<file path="config.mk">
export PLATFORM = sky130hd
export DESIGN_NAME = ldpc_bf_decoder
export DESIGN_NICKNAME = d
export VERILOG_FILES = /design/src/rtl/ldpc_bf_decoder.sv
export SDC_FILE = /design/constraint.sdc
export NUM_CORES = 1
export LEC_CHECK = 0
export ABC_AREA = 1
export BUFFER_PORTS_ARGS = -buffer_cell sky130_fd_sc_hd__buf_2
export CORE_MARGIN = 2
export CORE_UTILIZATION = 44
export CTS_CLUSTER_SIZE = 8
export DETAILED_ROUTE_END_ITERATION = 10
export PLACE_DENSITY = 0.69
export SLEW_MARGIN = 20
export SYNTH_ARGS = -nofsm -noshare
export SYNTH_HDL_FRONTEND = slang
export SYNTH_SLANG_ARGS = --single-unit
export TNS_END_PERCENT = 50
</file>
<file path="constraint.sdc">
create_clock -name clk -period 13.26 [get_ports clk]
set_clock_uncertainty 0.1 [all_clocks]
set_input_delay 1.326 -clock clk [delete_from_list [all_inputs] [get_ports clk]]
set_output_delay 1.326 -clock clk [all_outputs]
set_load 0.02 [all_outputs]
</file>
<file path="src/rtl/ldpc_bf_decoder.sv">
// Hard-decision bit-flipping LDPC decoder: syndrome check, majority-vote flip of the
// most-implicated bits, repeat until the syndrome clears or the iteration budget is spent.
module ldpc_bf_decoder #(
    parameter int N        = 11,
    parameter int K        = 6,
    parameter int M        = N - K,
    parameter int MAX_ITER = 8,
    parameter logic [M*N-1:0] H_MATRIX = {11'h430, 11'h20E, 11'h12D, 11'h09B, 11'h077}
) (
    input  logic         clk,
    input  logic         rst,
    input  logic         in_valid,
    output logic         in_ready,
    input  logic [N-1:0] rx_word,
    output logic         out_valid,
    input  logic         out_ready,
    output logic [N-1:0] corrected,
    output logic [K-1:0] decoded,
    output logic         success,
    output logic [7:0]   iter_count
);

    localparam int UW = $clog2(M + 1);

    typedef enum logic [1:0] {
        S_IDLE,
        S_SYND,
        S_FLIP,
        S_DONE
    } state_t;

    state_t        r_state;
    state_t        w_next;
    logic [N-1:0]  r_corrected;
    logic [M-1:0]  r_synd;
    logic [7:0]    r_iter;
    logic          r_success;
    logic          r_out_valid;

    logic [M-1:0]  w_synd;
    logic [UW-1:0] w_votes [N];
    logic [UW-1:0] w_umax;
    logic [N-1:0]  w_flip_mask;
    logic          w_synd_zero;
    logic          w_iter_max;

    function automatic logic parity_row(input logic [N-1:0] row, input logic [N-1:0] word);
        return ^(row & word);
    endfunction

    always_comb begin
        for (int r = 0; r < M; r++) begin
            w_synd[r] = parity_row(H_MATRIX[r*N +: N], r_corrected);
        end
    end

    // Each bit collects one vote per unsatisfied check it participates in.
    always_comb begin
        w_umax = '0;
        for (int j = 0; j < N; j++) begin
            w_votes[j] = '0;
            for (int r = 0; r < M; r++) begin
                w_votes[j] = w_votes[j] + UW'(H_MATRIX[r*N + j] & r_synd[r]);
            end
            if (w_votes[j] > w_umax) begin
                w_umax = w_votes[j];
            end
        end
        for (int j = 0; j < N; j++) begin
            w_flip_mask[j] = (w_votes[j] == w_umax) && (w_umax != '0);
        end
    end

    assign w_synd_zero = (r_synd == '0);
    assign w_iter_max  = (r_iter == 8'(MAX_ITER));

    always_ff @(posedge clk or posedge rst) begin
        if (rst) begin
            r_state <= S_IDLE;
        end else begin
            r_state <= w_next;
        end
    end

    always_comb begin
        w_next = r_state;
        case (r_state)
            S_IDLE: if (in_valid) w_next = S_SYND;
            S_SYND: w_next = S_FLIP;
            S_FLIP: begin
                if (w_synd_zero || w_iter_max) begin
                    w_next = S_DONE;
                end else begin
                    w_next = S_SYND;
                end
            end
            S_DONE: if (out_ready) w_next = S_IDLE;
            default: w_next = S_IDLE;
        endcase
    end

    // Datapath: capture on accept, syndrome on SYND, decide or flip on FLIP.
    always_ff @(posedge clk or posedge rst) begin
        if (rst) begin
            r_corrected <= '0;
            r_synd      <= '0;
            r_iter      <= '0;
            r_success   <= 1'b0;
            r_out_valid <= 1'b0;
        end else begin
            case (r_state)
                S_IDLE: begin
                    if (in_valid) begin
                        r_corrected <= rx_word;
                        r_iter      <= '0;
                        r_success   <= 1'b0;
                    end
                end
                S_SYND: begin
                    r_synd <= w_synd;
                end
                S_FLIP: begin
                    if (w_synd_zero) begin
                        r_success   <= 1'b1;
                        r_out_valid <= 1'b1;
                    end else if (w_iter_max) begin
                        r_success   <= 1'b0;
                        r_out_valid <= 1'b1;
                    end else begin
                        r_corrected <= r_corrected ^ w_flip_mask;
                        r_iter      <= r_iter + 8'd1;
                    end
                end
                S_DONE: begin
                    if (out_ready) begin
                        r_out_valid <= 1'b0;
                    end
                end
                default: begin
                    r_out_valid <= 1'b0;
                end
            endcase
        end
    end

    assign in_ready   = (r_state == S_IDLE);
    assign out_valid  = r_out_valid;
    assign corrected  = r_corrected;
    assign decoded    = r_corrected[K-1:0];
    assign success    = r_success;
    assign iter_count = r_iter;

endmodule
</file>
==> implementation parameters <==
Parameter                              Value

Setup path
  Number of buffers and inverters on the critical path    11
  Startpoint Class    flop
  Slowest cell delay on critical path    0.69 ns
  Crit path depth    67
  Path type of the worst setup path    flop to flop
  Element type at the critical path end    flop
  Worst EP arrival    10.69 ns
  Cells on worst reg2reg path    67
  Crit-path leading delay family    simple AND/OR/NAND/NOR gates
  Worst EP required    13.34 ns
  Max FO, Critical Path    10
  Worst-path cell with the longest stage delay    sky130_fd_sc_hd__dfrtp_1
  Most frequent cell on the critical path    sky130_fd_sc_hd__nand2_1

Hold path
  Number of stages on the worst hold path    2
  Kind of path behind the tightest hold check    flop to flop

Timing
  Minimum hold slack    0.389 ns
  Tmin final    10.61 ns
  Total negative slack for setup checks    0 ns
  Hold violation count in the final report    0
  Worst slew margin relative to its limit    52.9%
  Slew at the pin closest to its max-slew limit    0.705 ns
  Fraction of the cycle the final worst path needs    80.0%
  Unrepaired setup endpoints after global routing    false
  Number of pins with negative max-slew slack in the final report    0
  Final setup violation count    0
  Maximum clock frequency    0.0943 GHz

Detailed routing
  ANT nets after route    0
  Number of remaining DRC errors    0
  Initial drt markers    188
  Count of vias placed by the detailed router    2982
  Detail-routed via count per cell    5.11
  Wire length per cell after detailed routing    12.3 um
  Aggregate routed wire length    7.18 mm
  Detailed Routing Iterations Pass 1    4

Synthesis
  Number of enable flip-flop cells after synthesis    0
  Synth Register Bits    28
  Synth unique cells    34
  Synthesized netlist net count    505
  Proportion of synthesized chip area in sequential cells    22.0%
  Most used flip-flop cell after synthesis    sky130_fd_sc_hd__dfrtp_1
  Share of synthesized flip-flops with an asynchronous set or reset    100%
  Post-synthesis area per instance    7.02 um^2
  Summed instance area of the synthesized netlist    3180 um^2
  Yosys warns    0
  Synthesized instance count    453

Global route
  Global route overflow    0
  Global routing usage summed across all routing layers    18.9%
  Vias in the first global route    2787
  Wire length of the first global-routing pass    12.1 mm
  Initial antenna violation count    0
  Largest net degree at the start of global routing    29

Clocking
  Cts hold-fix bufs    0
  CTS Buf Count    3
  Number of H-tree branching levels    1
  Clock latency at the later pin of the worst-skew pair    0.28 ns
  Clock-pin transition on the worst setup and hold timing paths    0.10 ns
  Post-CTS Setup Inserts    0
  Master cell of the clock root buffer    sky130_fd_sc_hd__clkbuf_8
  TritonCTS clock tree    built
  Clock sink count    28
  Post-CTS Resized    0
  Maximum buffer depth of the clock tree    2

Place
  Last weighted congestion value of the routability-driven placer    0.800
  Detailed placement HPWL    5.72 mm
  Quantity of I/O buffers inserted on ports    42

Cells and area
  Syn-to-layout area delta    9.87%
  Net count, final    541
  Inserted Diodes    0
  Number of fill cells in the layout    721
  Layout cells sized above 1    17.8%

Die
  Area of the placeable core    6910 um^2
  Boundary Pins    43
  Initial Util    46.1%
  Die width    89.0 um
  Height of the die    89.0 um
  Die area    7930 um^2
  Number of rows created at floorplan    30

Flow run
  Max capacitance violation total    0

Run status
  Outcome    finished, final reports clean
sequential cells by signal, summed over array words and instances, names as in the netlist:
register / flops
corrected: 11
iter_count: 8
r_synd: 5
r_state: 2
out_valid: 1
success: 1
routing by layer:
metal / global-route usage [%] / vias up / share of wire [%] / routed length [um]
met5: 0 / - / 0 / 0
met4: 3.53 / 0 / 0.64 / 46
met3: 2.49 / 6 / 2.5 / 179
met2: 32.8 / 43 / 49 / 3530
met1: 25.5 / 1403 / 48 / 3430
li1: - / 1530 / - / -
cell usage after synthesis (3+ instances only):
cell	number	area share [%]
sky130_fd_sc_hd__nand3_1	45	7.1
sky130_fd_sc_hd__nor3_1	8	1.3
sky130_fd_sc_hd__inv_2	4	0.47
sky130_fd_sc_hd__fa_1	6	3.8
sky130_fd_sc_hd__clkbuf_1	4	0.47
sky130_fd_sc_hd__nand2_2	10	2.0
sky130_fd_sc_hd__xnor2_1	10	2.8
sky130_fd_sc_hd__nand2_4	6	2.1
sky130_fd_sc_hd__nand2_1	106	13
sky130_fd_sc_hd__nand3_4	3	1.7
sky130_fd_sc_hd__dfrtp_1	28	22
sky130_fd_sc_hd__inv_1	56	6.6
sky130_fd_sc_hd__a21oi_1	9	1.4
sky130_fd_sc_hd__nor3_2	5	1.6
sky130_fd_sc_hd__ha_1	31	12
sky130_fd_sc_hd__nand3_2	7	2.2
sky130_fd_sc_hd__nand4_1	7	1.4
sky130_fd_sc_hd__xor2_1	9	2.5
sky130_fd_sc_hd__buf_4	7	1.7
sky130_fd_sc_hd__o21ai_0	17	2.7
sky130_fd_sc_hd__o21ai_1	10	1.6
sky130_fd_sc_hd__nor2_1	46	5.4
sky130_fd_sc_hd__a31oi_1	4	0.79
sky130_fd_sc_hd__nand3b_1	5	1.2
path summary, 6_finish.rpt:
kind                                        from                        end  slack [ns]
setup / recovery           r_synd[1]$_DFFE_PP0N_   corrected[4]$_DFFE_PP0P_        2.65
setup reg to reg           r_synd[1]$_DFFE_PP0N_   corrected[4]$_DFFE_PP0P_        2.65
max in group asynchronous                    rst  iter_count[4]$_DFFE_PP0P_       11.66
min in group asynchronous                    rst   corrected[8]$_DFFE_PP0P_        0.99
hold / removal             out_valid$_DFFE_PP0P_      out_valid$_DFFE_PP0P_        0.39
hold reg to reg            out_valid$_DFFE_PP0P_      out_valid$_DFFE_PP0P_        0.39
placed cells by master (no fill, tap or decap), types with 3 or more instances in the layout:
cell,n
sky130_fd_sc_hd__a21oi_1,9
sky130_fd_sc_hd__o21ai_1,10
sky130_fd_sc_hd__nand3b_1,5
sky130_fd_sc_hd__xor2_1,9
sky130_fd_sc_hd__nand2_2,10
sky130_fd_sc_hd__nand3_4,3
sky130_fd_sc_hd__nand2_1,106
sky130_fd_sc_hd__nand3_1,45
sky130_fd_sc_hd__nand3_2,7
sky130_fd_sc_hd__inv_1,55
sky130_fd_sc_hd__o21ai_0,17
sky130_fd_sc_hd__a31oi_1,4
sky130_fd_sc_hd__xnor2_1,10
sky130_fd_sc_hd__nor3_1,8
sky130_fd_sc_hd__nand2_4,6
sky130_fd_sc_hd__buf_2,42
sky130_fd_sc_hd__nor2_1,46
sky130_fd_sc_hd__dfrtp_1,28
sky130_fd_sc_hd__clkbuf_8,4
sky130_fd_sc_hd__ha_1,31
sky130_fd_sc_hd__inv_2,5
sky130_fd_sc_hd__fa_1,6
sky130_fd_sc_hd__nor3_2,5
sky130_fd_sc_hd__nand4_1,7
worst register-to-register path: cells and delay by family (launching register included):
kind | cells | cell delay [ns]
buffers and inverters | 11 | 0.91
AOI/OAI and AO/OA | 9 | 1.65
adders and majority gates | 12 | 3.17
DFF | 1 | 0.69
and+or+nand+nor | 35 | 4.00
cells by family after synthesis:
| family | synth area share (%) |
|---|---|
| buffers and inverters | 9.75 |
| adders and majority gates | 16.0 |
| DFF | 22.0 |
| AOI/OAI and AO/OA | 7.59 |
| xor gates and xnor gates | 5.23 |
| and+or+nand+nor | 39.4 |
area by class of cell:
class	count	area, um^2	share of cell area (%)
Tap cell	96	120	3.44
Multi-Input combinational cell	352	2170	62.1
Sequential cell	28	701	20.0
Clock buffer	4	55.1	1.57
Inverter	61	231	6.62
Timing Repair Buffer	43	218	6.23
per-stage QoR:
step	util (%)	setup slack [ns]	instance area, um^2	instances
after detailed placement	49.8	2.72	3440	580
after CTS	50.6	2.69	3500	584
final	50.6	2.65	3500	584
after global placement	49.8	3.14	3440	580
after floorplan	-	3.94	3180	453
after global routing	50.6	1.53	3500	584
Power is not shown: default switching activity piles up to over one toggle a cycle in this logic, so the estimate is an artifact.
